## config.mk

```make
export PLATFORM = sky130hd
export DESIGN_NAME = score_keeper
export DESIGN_NICKNAME = d
export VERILOG_FILES = /design/src/rtl/score_pkg.sv /design/src/rtl/score_sat_add.sv /design/src/rtl/score_keeper.sv
export SDC_FILE = /design/constraint.sdc
export NUM_CORES = 1
export LEC_CHECK = 0
export CAP_MARGIN = 20
export CORE_MARGIN = 2
export CORE_UTILIZATION = 50
export DETAILED_ROUTE_END_ITERATION = 10
export PLACE_DENSITY = 0.78
export RECOVER_POWER = 50
export REMOVE_ABC_BUFFERS = 1
export SKIP_LAST_GASP = 1
export SYNTH_ARGS = -nofsm -noshare
export SYNTH_HDL_FRONTEND = slang
export SYNTH_SLANG_ARGS = --single-unit
```

## constraint.sdc

```tcl
create_clock -name clk -period 4.6 [get_ports clk]
set_input_delay 0.92 -clock clk [delete_from_list [all_inputs] [get_ports clk]]
set_output_delay 0.92 -clock clk [all_outputs]
set_load 0.1 [all_outputs]
```

## src/rtl/score_pkg.sv

```systemverilog
// Shared score interface constants and game state encoding, imported by the
// score keeper and by the seven-segment display path.
package score_pkg;

    localparam int SCORE_W     = 14;
    localparam int SCORE_MAX   = 9999;
    localparam int START_LIVES = 3;
    localparam int MAX_COMBO   = 3;

    localparam int PTS_W   = 3;
    localparam int LIVES_W = 2;
    localparam int COMBO_W = 2;
    // Multiplier is combo + 1, so it needs one more bit than the combo counter.
    localparam int MULT_W  = COMBO_W + 1;

    typedef enum logic [1:0] {
        ST_IDLE      = 2'd0,
        ST_PLAYING   = 2'd1,
        ST_COMMIT    = 2'd2,
        ST_GAME_OVER = 2'd3
    } state_t;

endpackage

```

## src/rtl/score_sat_add.sv

```systemverilog
// Combinational score update: score + pts * mult, clamped to SCORE_MAX.
module score_sat_add
    import score_pkg::*;
(
    input  logic [SCORE_W-1:0] score,
    input  logic [PTS_W-1:0]   pts,
    input  logic [MULT_W-1:0]  mult,
    output logic [SCORE_W-1:0] sum
);

    localparam int WIDE_W = SCORE_W + 1;
    localparam int PROD_W = PTS_W + MULT_W;

    function automatic logic [SCORE_W-1:0] sat_score(input logic [WIDE_W-1:0] value);
        if (value > WIDE_W'(SCORE_MAX)) begin
            return SCORE_W'(SCORE_MAX);
        end
        return value[SCORE_W-1:0];
    endfunction

    logic [PROD_W-1:0] prod;
    logic [WIDE_W-1:0] wide_sum;

    // One extra bit of headroom means the sum can never wrap before clamping.
    assign prod     = PROD_W'(pts) * PROD_W'(mult);
    assign wide_sum = WIDE_W'(score) + WIDE_W'(prod);
    assign sum      = sat_score(wide_sum);

endmodule

```

## src/rtl/score_keeper.sv

```systemverilog
// Game score keeper: FSM, lives, brick combo and saturating score, with the
// high score committed once at the end of each game.
module score_keeper
    import score_pkg::*;
(
    input  logic                 clk,
    input  logic                 rst_n,
    input  logic                 start,
    input  logic                 brick_hit,
    input  logic [PTS_W-1:0]     brick_pts,
    input  logic                 paddle_hit,
    input  logic                 ball_lost,
    output logic [SCORE_W-1:0]   current_score,
    output logic [SCORE_W-1:0]   high_score,
    output logic [LIVES_W-1:0]   lives,
    output logic                 playing,
    output logic                 game_over,
    output logic                 new_high
);

    state_t               state;
    state_t               state_next;
    logic                 playing_next;
    logic                 game_over_next;
    logic [COMBO_W-1:0]   combo;
    logic [MULT_W-1:0]    mult;
    logic [SCORE_W-1:0]   score_sum;
    logic                 last_life;

    assign mult      = MULT_W'(combo) + MULT_W'(1);
    assign last_life = (lives == LIVES_W'(1));

    score_sat_add u_sat_add (
        .score (current_score),
        .pts   (brick_pts),
        .mult  (mult),
        .sum   (score_sum)
    );

    // State register; the decoded status flags are registered with it.
    always_ff @(posedge clk or negedge rst_n) begin
        if (!rst_n) begin
            state     <= ST_IDLE;
            playing   <= 1'b0;
            game_over <= 1'b0;
        end else begin
            state     <= state_next;
            playing   <= playing_next;
            game_over <= game_over_next;
        end
    end

    always_comb begin
        state_next = state;
        case (state)
            ST_IDLE, ST_GAME_OVER: begin
                if (start) begin
                    state_next = ST_PLAYING;
                end
            end
            ST_PLAYING: begin
                if (ball_lost && last_life) begin
                    state_next = ST_COMMIT;
                end
            end
            ST_COMMIT: state_next = ST_GAME_OVER;
            default:   state_next = ST_IDLE;
        endcase
    end

    always_comb begin
        playing_next   = (state_next == ST_PLAYING);
        game_over_next = (state_next == ST_GAME_OVER);
    end

    always_ff @(posedge clk or negedge rst_n) begin
        if (!rst_n) begin
            current_score <= '0;
            high_score    <= '0;
            lives         <= '0;
            combo         <= '0;
            new_high      <= 1'b0;
        end else begin
            case (state)
                ST_IDLE, ST_GAME_OVER: begin
                    if (start) begin
                        current_score <= '0;
                        lives         <= LIVES_W'(START_LIVES);
                        combo         <= '0;
                        new_high      <= 1'b0;
                    end
                end
                ST_PLAYING: begin
                    // Points use the multiplier held before any clear this cycle.
                    if (brick_hit) begin
                        current_score <= score_sum;
                    end
                    if (paddle_hit || ball_lost) begin
                        combo <= '0;
                    end else if (brick_hit && (combo != COMBO_W'(MAX_COMBO))) begin
                        combo <= combo + COMBO_W'(1);
                    end
                    if (ball_lost && (lives != '0)) begin
                        lives <= lives - LIVES_W'(1);
                    end
                end
                ST_COMMIT: begin
                    if (current_score > high_score) begin
                        high_score <= current_score;
                        new_high   <= 1'b1;
                    end
                end
                default: ;
            endcase
        end
    end

endmodule

```

==> results of run 1 <==
-- power groups by stage --
stage | registers [mW] | clock network (mW) | logic, mW
finish | 0.517 | 0.251 | 1.70
global route | 0.533 | 0.269 | 1.84
CTS | 0.518 | 0.256 | 1.69
detailed placement | 0.523 | 0 | 1.69
global placement | 0.521 | 0 | 1.66
floorplan | 1.00 | 0 | 0.738
-- metrics by stage --
step,TNS [ns],setup WS (ns),instances
final,0,0.2028,449
after global routing,0,0.04594,449
after CTS,0,0.01080,448
after detailed placement,-4.466,-0.4312,440
after global placement,-2.968,-0.3086,440
after floorplan,0,0.2220,300
-- per-layer routing --
metal | track usage (%) | part of all wire [%] | vias up
met3 | 4.638 | 5.3 | 9
met5 | 0 | 0 | -
li1 | - | - | 1244
met2 | 39.32 | 50 | 75
met4 | 5.517 | 1.1 | 0
met1 | 27.81 | 44 | 1217
-- area by class of cell --
cell class / instances / area, µm²
tap: 72 / 90.09
clock buffer: 7 / 96.34
sequential: 37 / 925.9
fill: 449 / 1928
clock inverter: 1 / 5.005
timing repair buffer: 69 / 610.6
inverter: 35 / 131.4
multi-input combinational: 228 / 1719
-- timing repair --
action	in CTS	in global routing
pin swaps	0	4
resized for setup	2	1
setup buffers	0	0
endpoints found under the setup margin	9	12
endpoints found under the hold margin	0	0
hold buffers	0	0
-- worst reg2reg max path, delay by kind of cell, from the launching register on --
family / cells / cell delay, ns
flip-flops: 1 / 0.44
buffers and inverters: 1 / 0.05
AND/OR/NAND/NOR: 3 / 0.60
AO/OA/AOI/OAI: 5 / 1.00
adder cells (fa/ha/maj): 4 / 1.73
multiplexers: 1 / 0.12
-- logic make-up (layout without fill, tap and decap cells) --
logic type	count (synthesis)	count (layout)	synth area share [%]
AO/OA/AOI/OAI	79	79	20.03
XOR/XNOR	2	2	0.6163
adder cells (fa/ha/maj)	33	33	15.85
buffers and inverters	47	112	7.350
flip-flops	37	37	32.57
multiplexers	15	15	5.766
AND/OR/NAND/NOR	99	99	17.83
-- cells in the mapped netlist, drive strengths merged, types with 5 or more instances --
master | n | area, µm²
a21o | 5 | 38.79
a21oi | 20 | 103.9
a32o | 5 | 50.05
and3 | 5 | 31.28
buf | 6 | 51.29
clkbuf | 6 | 26.27
dfrtp | 37 | 925.9
fa | 5 | 100.1
ha | 28 | 350.3
inv | 35 | 131.4
mux2 | 11 | 123.9
nand2 | 21 | 81.33
nand3 | 9 | 45.04
nand4 | 5 | 31.28
nor2 | 25 | 93.84
nor2b | 9 | 56.30
o21ai | 17 | 85.08
-- state kept, by name, indices dropped and copies added, names as in the netlist --
signal	flops
high_score	14
lives	2
playing	1
current_score	14
state	2
new_high	1
game_over	1
combo	2
-- how the worst min path moves through the flow --
stage | from | to | slack (ns)
final | high_score[10] | high_score[10] | 0.53
after detailed placement | high_score[10] | high_score[10] | 0.52
after CTS | high_score[10] | high_score[10] | 0.54
after floorplan | state[0] | state[0] | 0.52
after global routing | high_score[12] | high_score[12] | 0.55
after global placement | high_score[9] | high_score[9] | 0.51
==> results by stage, run 1 <==
Floorplan:
- The number of top-level design ports is 42.
- The core box area is ~5500 µm².
- The initial cell density of the core is 51.62%.
- The vertical die dimension is between 70 and 80 µm.
- The die is a little under 80 µm wide.
- The floorplan has 27 rows.
- The die outline area is ~6300 µm².

Final layout:
- The top cell types in the final layout, fill and taps aside, are 37 x sky130_fd_sc_hd__dfrtp_1, 35 x sky130_fd_sc_hd__inv_1, 34 x sky130_fd_sc_hd__clkdlybuf4s50_1, 28 x sky130_fd_sc_hd__ha_1, 27 x sky130_fd_sc_hd__buf_4.
- The library cell used most frequently in the layout, excluding fill and tap cells, is sky130_fd_sc_hd__dfrtp_1.
- The area growth from synthesis to final layout is 25.88%.
- The net count of the finished layout is around 420.
- 0 antenna diodes ended up in the layout.
- The share of final-layout standard cells stronger than drive strength 1 is around 16%.
- The post-route cell area is 3578 µm².
- Cells fill 64.99% of the core in the end.

Detailed routing:
- After detailed routing, the number of remaining DRC violations is 0.
- After detailed routing, the average wire length per cell comes to between 10 and 15 µm.
- The detailed router placed 2545 vias in this run.
- The detailed router finished its first iteration with roughly 180 violations.
- The overall routed net length is between 6 and 7 mm.
- The number of search-and-repair iterations in the first detailed-routing pass is 4.
- The post-route antenna net violation count is 0.
- The via-per-instance ratio is ~5.7.

Critical path:
- The reg2reg setup slack is 0.54 ns.
- Together, buffers and inverters on the worst path number 2.
- Of all nets on the critical path, the largest fanout is 9.
- The startpoint identified for the worst register-to-register timing path is combo[0].
- The cell family with the largest share of critical-path delay is adder cells.
- In this run the worst setup path begins at brick_pts[0].
- STA classifies the critical path startpoint as an input pin.
- The worst setup path endpoint is current_score[11].
- The path depth of the worst reg2reg path is 14.
- The worst path required time is around 4.8 ns.
- Among all stages on the critical path, the largest delay is contributed by sky130_fd_sc_hd__fa_1.
- The number of gates on the worst path with buffers counted is 14.
- The signal on the critical path passes through clkdlybuf4s50_1 > nand2_1 > fa_1 > inv_1 > fa_1 > fa_2 > a211oi_4 > o21bai_2 > and3_1 > mux2i_1 > o211ai_1 > a21oi_2 > or2_4 > a32o_1.
- The dominant cell type by count on the critical path is sky130_fd_sc_hd__fa_1.
- The signal arrival time at the worst endpoint is ~4.6 ns.
- The critical path endpoint category is a flop.
- For this run, the slowest stage of the critical path takes about 0.53 ns.
- The worst register-to-register path ends at current_score[11].
- The critical path is of the in -> reg type.

Pwr:
- For this design the ratio of total power to cell area is 690.4 nW/µm².
- The peak ir drop on the vdd network is slightly above 0.0007 V.
- Per report_power, the sequential group accounts for between 20% and 30% of the total.
- The cell-internal power is between 1 and 1.5 mW.
- Net switching is about 55% of the power.
- The combinational group share of total power is between 60% and 70%.
- The static leakage is 1.687 nW.
- The analysis attributes to net switching a power of about 1.4 mW.
- The overall power is between 2 and 2.5 mW.
- The proportion of power drawn by the clock network is between 10% and 20%.

CTS:
- Buffers inserted during clock tree synthesis total 5.
- Clock tree synthesis found a total of 37 sinks.
- The depth of the CTS H-tree is 2.
- The clock root buffer master is sky130_fd_sc_hd__clkbuf_8.
- The CTS tree is built.
- In this run the deepest clock path goes through 2 buffers.
- The clock slew seen by the registers of the worst setup and hold paths is around 0.07 ns.
- The insertion delay of the later-clocked pin in the worst-skew pair is approximately 0.29 ns.

Placement:
- Input and output buffers added on the ports amount to 41.
- Summing all placed instances gives a cell area of 3463 µm².
- The post-detailed-placement half-perimeter wirelength is 5.094 mm.
- At the end of routability-driven placement, the weighted congestion stood at roughly 0.9.

STA:
- The max-slew violation count is 38.
- For the pin with the worst max-slew slack, the measured transition is between 1.5 and 2 ns.
- In this run the tightest slew margin relative to its limit is -28.20%.
- The count of final hold-check violations is 0.
- Setup repair after global routing left no endpoint under its margin.
- Dividing the final minimum period by the clock period gives about 96%.
- After layout, the minimum clock period comes to approximately 4.4 ns.
- The worst hold-check slack is 0.5321 ns.
- For this run, the top clock speed supported by timing is ~230 MHz.
- The number of failing setup endpoints in the final timing report is 0.
- On the final layout, the worst clock skew is around 0.0069 ns.

Logic synthesis:
- The sequential share of the synthesized area is 32.57%.
- After synthesis the netlist holds a flip-flop and latch count of 37.
- The number of cells produced by synthesis is around 310.
- Dividing the synthesized area by the synthesized cell count gives 9.111 µm².
- Among all flip-flop cells after synthesis, the most frequent one is sky130_fd_sc_hd__dfrtp_1.
- In this run the cell area of the synthesized design comes to ~2800 µm².
- The number of enable flip-flop cells after synthesis is 0.
- The number of warning messages in the yosys log is 0.
- In this run, distinct cell masters in the synthesized netlist total 62.
- The share of flip-flops with an asynchronous set or reset after synthesis is 100.0%.

GRT:
- The first global-routing pass estimated 11.12 mm of wire.
- The initial antenna violation count is 0.
- The global-route usage over all layers is between 20% and 30%.
- The residual overflow from global routing is 0.
- Entering global routing, the biggest net connects 38 pins.
- The via count of the first global-routing pass is about 2500.

Job:
- Max-cap violations in this run came to 1.

Outcome:
- The checks that failed: max-capacitance violations, max-slew violations.
- The run finished, with violations left.

Hold path:
- The min-delay analysis places its worst path in the category reg -> reg.
- The count of cells along the worst hold path is 1.
Power figures use the tool's default switching activity.
==> inputs of run 2 (changes only) <==
--- a/config.mk
+++ b/config.mk
@@ -12,7 +12,7 @@
 export PLACE_DENSITY = 0.78
 export RECOVER_POWER = 50
 export REMOVE_ABC_BUFFERS = 1
-export SKIP_LAST_GASP = 1
+export SLEW_MARGIN = 40
 export SYNTH_ARGS = -nofsm -noshare
 export SYNTH_HDL_FRONTEND = slang
 export SYNTH_SLANG_ARGS = --single-unit
==> results by stage, run 2 (same netlist as run 1, synthesis figures left out) <==
GRT:
- The global-route wire length before repair is 11.14 mm (+0.19%).
- The global-route usage over all layers came to 22.25% (about the same).
- The via count of the first global-routing pass is 2426 (-2.5%).
- The pin count of the biggest net entering global routing is 38 (unchanged).
- The initial antenna violation count was 0 (unchanged).
- The residual overflow from global routing came to 0 (unchanged).

STA:
- The tightest slew margin relative to the limit is -28.46% (-0.26 points).
- The post-route clock skew is 0.004465 ns (-0.002429 ns).
- The worst hold-check slack is 0.5333 ns (+0.001273 ns).
- Setup repair after global routing left no endpoint under its margin.
- The time the worst path needs with I/O delays and setup came to 4.462 ns (+0.06450 ns).
- The number of failing setup endpoints in the final timing report is 0 (unchanged).
- The summed negative setup slack over all endpoints was 0 ns (unchanged).
- The max-slew violation count is 38 (unchanged).
- The fraction of the cycle the final worst path needs is 96.99% (+1.4 points).
- The fmax came to 224.1 MHz (-1.4%).
- The count of final hold-check violations is 0 (unchanged).
- The actual transition at the worst max-transition pin is 1.927 ns (+0.003946 ns).

Detailed routing:
- The detailed-route wire length per cell is 14.57 µm (+0.92%).
- The post-route antenna net violation count is 0 (unchanged).
- The overall routed net length is 6.527 mm (+0.69%).
- The remaining routing DRC violations is 0 (unchanged).
- The starting DRC count in detailed routing is 155 (-14%).
- The via-per-instance ratio is 5.569 (-1.7%).
- The number of search-and-repair iterations in the first detailed-routing pass is 5 (+1).
- The detailed-route via count came to 2495 (-2.0%).

Pwr:
- The static leakage is 1.671 nW (-0.92%).
- The peak ir drop on the vdd network is 0.0006683 V (-7.0%).
- The total power density per cell area is 694.0 nW/µm² (+0.52%).
- The overall power came to 2.351 mW (-4.8%).

Critical path:
- The maximum net fanout on the critical path is 9 (unchanged).
- The dominant cell type by count on the critical path is sky130_fd_sc_hd__fa_1.
- The largest incremental delay on the critical path is 0.53 ns (about the same).
- The worst register-to-register path ends at current_score[11].
- Traced cell by cell, the critical path runs through clkdlybuf4s50_1 > nand2_1 > fa_1 > inv_1 > fa_1 > fa_2 > a211oi_4 > o21bai_2 > and3_1 > mux2i_1 > o211ai_1 > a21oi_2 > or2_4 > a32o_1.
- In this run the worst setup path begins at brick_pts[0].
- The path depth of the worst reg2reg path was 14 (unchanged).
- The worst setup path is launched from an input pin.
- The critical path endpoint category is a flop.
- The kind of cell with the highest combined delay along the critical path is adder cells.
- The startpoint-to-endpoint class of the critical path is in -> reg.
- The combined buffer and inverter count along the critical path is 2 (unchanged).
- The signal arrival time at the worst endpoint is 4.64 ns (+0.07 ns).
- The reg2reg setup slack was 0.48 ns (-0.06 ns).
- The worst path required time is 4.78 ns (about the same).
- The startpoint of the worst register-to-register path is combo[0].
- The cell with the largest stage delay on the worst path is sky130_fd_sc_hd__fa_1.
- The worst setup path endpoint is current_score[11].
- The number of gates on the worst path with buffers counted is 14 (unchanged).

Final layout:
- The post-route cell area was 3388 µm² (-5.3%).
- Leaving out fill and tap cells, the most frequent cells in the layout are 37 x sky130_fd_sc_hd__dfrtp_1, 35 x sky130_fd_sc_hd__inv_1, 28 x sky130_fd_sc_hd__ha_1, 27 x sky130_fd_sc_hd__buf_4, 25 x sky130_fd_sc_hd__nor2_1.
- The filler cell count in the final layout is 506 (+13%).
- The footprint of the flip-flops and latches came to 925.9 µm² (unchanged).
- In the final layout, the registers with the most flip-flops are current_score x14, high_score x14.
- Compared with the post-synthesis result, the final layout area differs by 19.19%.
- The post-layout utilization of the core is 61.53% (-3.5 points).
- The count of inserted antenna diode cells is 0 (unchanged).
- The area of the multi-input gates is 1732 µm² (+0.73%).
- The share of final-layout standard cells stronger than drive strength 1 was 21.28% (+5.6 points).
- The library cell used most frequently in the layout, excluding fill and tap cells, is sky130_fd_sc_hd__dfrtp_1.
- The net count of the finished layout is 417 (-0.24%).

Job:
- The number of maximum-capacitance constraint violations came to 1 (unchanged).

CTS:
- The number of buffers created by CTS is 5 (unchanged).
- The clock slew seen by the registers of the worst setup and hold paths was 0.07 ns (about the same).
- The clock root buffer master is sky130_fd_sc_hd__clkbuf_8.
- The depth of the CTS H-tree was 2 (unchanged).
- The deepest clock path buffer count is 2 (unchanged).
- The CTS tree is built.
- The insertion delay of the later-clocked pin in the worst-skew pair is 0.29 ns (about the same).
- The clock sink total is 37 (unchanged).

Floorplan:
- The vertical die dimension is 79.40 µm (unchanged).
- The total number of placement rows was 27 (unchanged).
- The horizontal extent of the die was 79.40 µm (unchanged).
- The core box area is 5507 µm² (unchanged).
- The initial cell density of the core came to 51.62% (unchanged).
- The number of top-level design ports is 42 (unchanged).
- The die outline area is 6304 µm² (unchanged).

Placement:
- The post-detailed-placement half-perimeter wirelength is 5.085 mm (-0.18%).
- The cell area reported after detailed placement is 3302 µm² (-4.7%).
- The routability congestion estimate from global placement is 0.8863 (unchanged).
- The total of buffers placed on input and output ports is 41 (unchanged).

Hold path:
- The path category of the worst min-delay check is reg -> reg.

Outcome:
- The checks that failed: max-capacitance violations, max-slew violations.
- The run finished, with violations left.
==> run 2: stage by stage <==
stage | setup slack, ns | cells
after floorplan | 0.2220 | 300
after global routing | 0.005284 | 448
after detailed placement | -0.4295 | 440
final | 0.1383 | 448
after CTS | 0.01286 | 448
after global placement | -0.3086 | 440
==> run 2: worst min path at each step <==
stage	end	depth (start not counted)	start	slack, ns
2_1_floorplan	state[0]	2	state[0]	0.52
3_3_place_gp	high_score[9]	1	high_score[9]	0.51
3_5_place_dp	high_score[1]	1	high_score[1]	0.52
4_1_cts	high_score[1]	1	high_score[1]	0.54
5_1_grt	high_score[5]	1	high_score[5]	0.56
6_report	high_score[5]	1	high_score[5]	0.53
==> run 2: layout make-up <==
cell class	count	area share, %
multi-input combinational	228	51.11
sequential	37	27.33
timing repair buffer	68	12.59
inverter	35	3.877
tap	72	2.659
clock buffer	6	2.142
clock inverter	2	0.2954
==> run 2: power breakdown <==
part,internal [mW],leakage [nW],switching [mW],total [mW]
logic,0.488,1.14,1.13,1.62
clock network,0.105,0.0450,0.114,0.219
registers,0.415,0.490,0.0985,0.513
total,1.01,1.67,1.34,2.35
==> run 2: repair_timing <==
action                     4_1_cts  5_1_grt
gates resized for setup          2        2
setup endpoints to repair        9       13
cloned                           0        0
buffers inserted                 0        0
hold buffers                     0        0
pin swaps                        0        3
==> run 2: routing by layer <==
metal	GRT usage (%)	vias up	part of all wire, %
li1	-	1242	-
met2	39.15	64	50
met4	4.483	0	0.97
met1	28.78	1183	44
met3	3.959	6	4.9
met5	0	-	0
==> inputs of run 3 (changes only) <==
--- a/config.mk
+++ b/config.mk
@@ -7,12 +7,12 @@
 export LEC_CHECK = 0
 export CAP_MARGIN = 20
 export CORE_MARGIN = 2
-export CORE_UTILIZATION = 50
+export CORE_UTILIZATION = 55
+export CTS_CLUSTER_SIZE = 28
 export DETAILED_ROUTE_END_ITERATION = 10
-export PLACE_DENSITY = 0.78
+export PLACE_DENSITY = 0.85
 export RECOVER_POWER = 50
 export REMOVE_ABC_BUFFERS = 1
-export SLEW_MARGIN = 40
 export SYNTH_ARGS = -nofsm -noshare
 export SYNTH_HDL_FRONTEND = slang
 export SYNTH_SLANG_ARGS = --single-unit
==> results by stage, run 3 (same netlist as run 1, synthesis figures left out) <==
STA:
- The final worst slack was 0.1557 ns (+0.01747 ns).
- The count of final hold-check violations is 0 (unchanged).
- The post-route clock skew is 0.005669 ns (+0.001204 ns).
- The fraction of the cycle the final worst path needs came to 96.61% (-0.38 points).
- The fmax is 225.0 MHz (+0.39%).
- The summed negative setup slack over all endpoints came to 0 ns (unchanged).
- The number of failing setup endpoints in the final timing report is 0 (unchanged).
- Setup repair after global routing left no endpoint under its margin.
- The actual transition at the worst max-transition pin is 1.929 ns (+0.001636 ns).
- The time the worst path needs with I/O delays and setup was 4.444 ns (-0.01747 ns).
- The max-slew violation count is 38 (unchanged).
- The tightest slew margin relative to the limit was -28.57% (-0.11 points).

Detailed routing:
- The detailed-route wire length per cell came to 15.26 µm (+4.7%).
- The post-route antenna net violation count came to 0 (unchanged).
- The detailed-route via count was 2581 (+3.4%).
- The overall routed net length is 6.789 mm (+4.0%).
- The starting DRC count in detailed routing is 208 (+34%).
- The via-per-instance ratio is 5.800 (+4.1%).
- The number of search-and-repair iterations in the first detailed-routing pass was 4 (-1).
- The remaining routing DRC violations is 0 (unchanged).

Floorplan:
- The die outline area was 5759 µm² (-8.6%).
- The number of top-level design ports was 42 (unchanged).
- The core box area came to 5042 µm² (-8.4%).
- The initial cell density of the core came to 56.38% (+4.8 points).
- The vertical die dimension was 75.89 µm (-4.4%).
- The horizontal extent of the die came to 75.89 µm (-4.4%).
- The total number of placement rows is 26 (-3.7%).

Job:
- The number of maximum-capacitance constraint violations is 1 (unchanged).

Pwr:
- The overall power was 2.497 mW (+6.2%).
- The peak ir drop on the vdd network is 0.0004516 V (-32%).
- The static leakage was 1.696 nW (+1.5%).
- The total power density per cell area is 696.7 nW/µm² (+0.40%).

CTS:
- The number of buffers created by CTS is 5 (unchanged).
- The insertion delay of the later-clocked pin in the worst-skew pair is 0.29 ns (about the same).
- The post-CTS setup-driven buffer insertion count came to 0 (unchanged).
- The clock root buffer master is sky130_fd_sc_hd__clkbuf_8.
- The clock slew seen by the registers of the worst setup and hold paths came to 0.07 ns (about the same).
- The depth of the CTS H-tree is 2 (unchanged).
- TritonCTS built the clock tree.
- The deepest clock path buffer count is 2 (unchanged).
- The clock sink total is 37 (unchanged).

Placement:
- The post-detailed-placement half-perimeter wirelength is 5.183 mm (+1.9%).
- The routability congestion estimate from global placement came to 0.9763 (+10%).
- The worst slack at placement is -0.4446 ns (-0.01510 ns).
- The number of cells after detailed placement is 436 (-0.91%).
- The total of buffers placed on input and output ports is 41 (unchanged).

Critical path:
- The dominant cell type by count on the critical path is sky130_fd_sc_hd__fa_1.
- The signal arrival time at the worst endpoint is 4.63 ns (about the same).
- The largest individual stage delay along the critical path comes from the cell sky130_fd_sc_hd__fa_1.
- The startpoint-to-endpoint class of the critical path is in -> reg.
- The worst path required time is 4.78 ns (about the same).
- Traced cell by cell, the critical path runs through clkdlybuf4s50_1 > nand2_1 > fa_1 > inv_1 > fa_1 > fa_2 > a211oi_4 > o21bai_4 > and3_1 > mux2i_1 > o211ai_1 > a21oi_2 > or2_4 > a32o_1.
- The largest incremental delay on the critical path came to 0.54 ns (about the same).
- The maximum net fanout on the critical path is 9 (unchanged).
- STA classifies the critical path endpoint as a flop.
- The type of element launching the critical path is an input pin.

Final layout:
- The top cell types in the final layout, fill and taps aside, are 37 x sky130_fd_sc_hd__dfrtp_1, 35 x sky130_fd_sc_hd__inv_1, 31 x sky130_fd_sc_hd__clkdlybuf4s50_1, 28 x sky130_fd_sc_hd__ha_1, 26 x sky130_fd_sc_hd__buf_4.
- The post-layout utilization of the core is 71.07% (+9.5 points).
- Compared with the post-synthesis result, the final layout area differs by 26.06%.
- The share of final-layout standard cells stronger than drive strength 1 was 15.73% (-5.5 points).
- The largest registers in the layout are current_score x14, high_score x14.
- The count of inserted antenna diode cells came to 0 (unchanged).
- The net count of the finished layout is 416 (-0.24%).
- The final cell count without fillers was 445 (-0.67%).
- The filler cell count in the final layout was 381 (-25%).
- Leaving out fill and tap cells, the most frequent cell in the layout is sky130_fd_sc_hd__dfrtp_1.

GRT:
- The via count of the first global-routing pass is 2547 (+5.0%).
- The global-route wire length before repair is 10.98 mm (-1.4%).
- The global-route usage over all layers is 25.37% (+3.1 points).
- The pin count of the biggest net entering global routing came to 38 (unchanged).
- The initial antenna violation count is 0 (unchanged).
- The residual overflow from global routing is 0 (unchanged).

Hold path:
- The path category of the worst min-delay check is reg -> reg.

Outcome:
- The flow ran to the end, but the final reports show violations.
- The checks that failed: max-capacitance violations, max-slew violations.
[run 3: cell types whose count changed in the layout (fill, tap and decap cells not counted), sizes merged]
| cell | delta |
|---|---|
| dlygate4sd3 | +8 |
| buf | -22 |
| clkinv | -1 |
| clkdlybuf4s50 | +25 |
| clkbuf | -11 |
[run 3: where the power goes]
group | total, mW | internal, mW | switching [mW]
logic | 1.73 | 0.571 | 1.16
clock network | 0.251 | 0.135 | 0.115
registers | 0.513 | 0.415 | 0.0980
total | 2.50 | 1.12 | 1.38
[run 3: metal layers]
| layer | GRT usage, % | part of all wire (%) |
|---|---|---|
| met1 | 31.43 | 43 |
| met2 | 43.01 | 50 |
| met3 | 4.365 | 4.9 |
| met4 | 11.50 | 2.6 |
| met5 | 0 | 0 |
[run 3: stage by stage]
stage | hold slack (ns) | area, µm²
2_1_floorplan | 0.5225 | 2765
3_3_place_gp | 0.5115 | 3446
3_5_place_dp | 0.5044 | 3446
4_1_cts | 0.5399 | 3556
5_1_grt | 0.5581 | 3583
6_report | 0.5332 | 3583
[run 3: layout make-up]
type	instances	area [µm²]	area share, %
inverter	35	131.4	3.666
sequential	37	925.9	25.84
timing repair buffer	67	599.3	16.72
clock buffer	7	96.34	2.689
multi-input combinational	228	1738	48.50
tap	70	87.58	2.444
clock inverter	1	5.005	0.1397
[run 3: final timing paths]
| path | slack [ns] | depth (start not counted) | startpoint | endpoint |
|---|---|---|---|---|
| worst max register to register | 0.51 | 14 | combo[0] | current_score[11] |
| worst max-delay path | 0.16 | 14 | brick_pts[0] | current_score[11] |
| worst min register to register | 0.53 | 1 | high_score[5] | high_score[5] |
| worst min-delay path | 0.53 | 1 | high_score[5] | high_score[5] |
| min in group asynchronous | 1.16 | 1 | rst_n | high_score[9] |
| max in group asynchronous | 2.34 | 1 | rst_n | new_high |
[run 3: worst max-delay path, delay by kind of cell]
kind | cells | cell delay, ns
AO/OA/AOI/OAI | 5 | 1.01
multiplexers | 1 | 0.12
adder cells (fa/ha/maj) | 3 | 1.41
buffers and inverters | 2 | 0.54
AND/OR/NAND/NOR | 3 | 0.61
[run 3: timing repair]
action / CTS / global route
pin swaps: 0 / 4
endpoints found under the setup margin: 9 / 13
cloned: 0 / 0
gates resized for setup: 2 / 4
hold buffers: 0 / 0
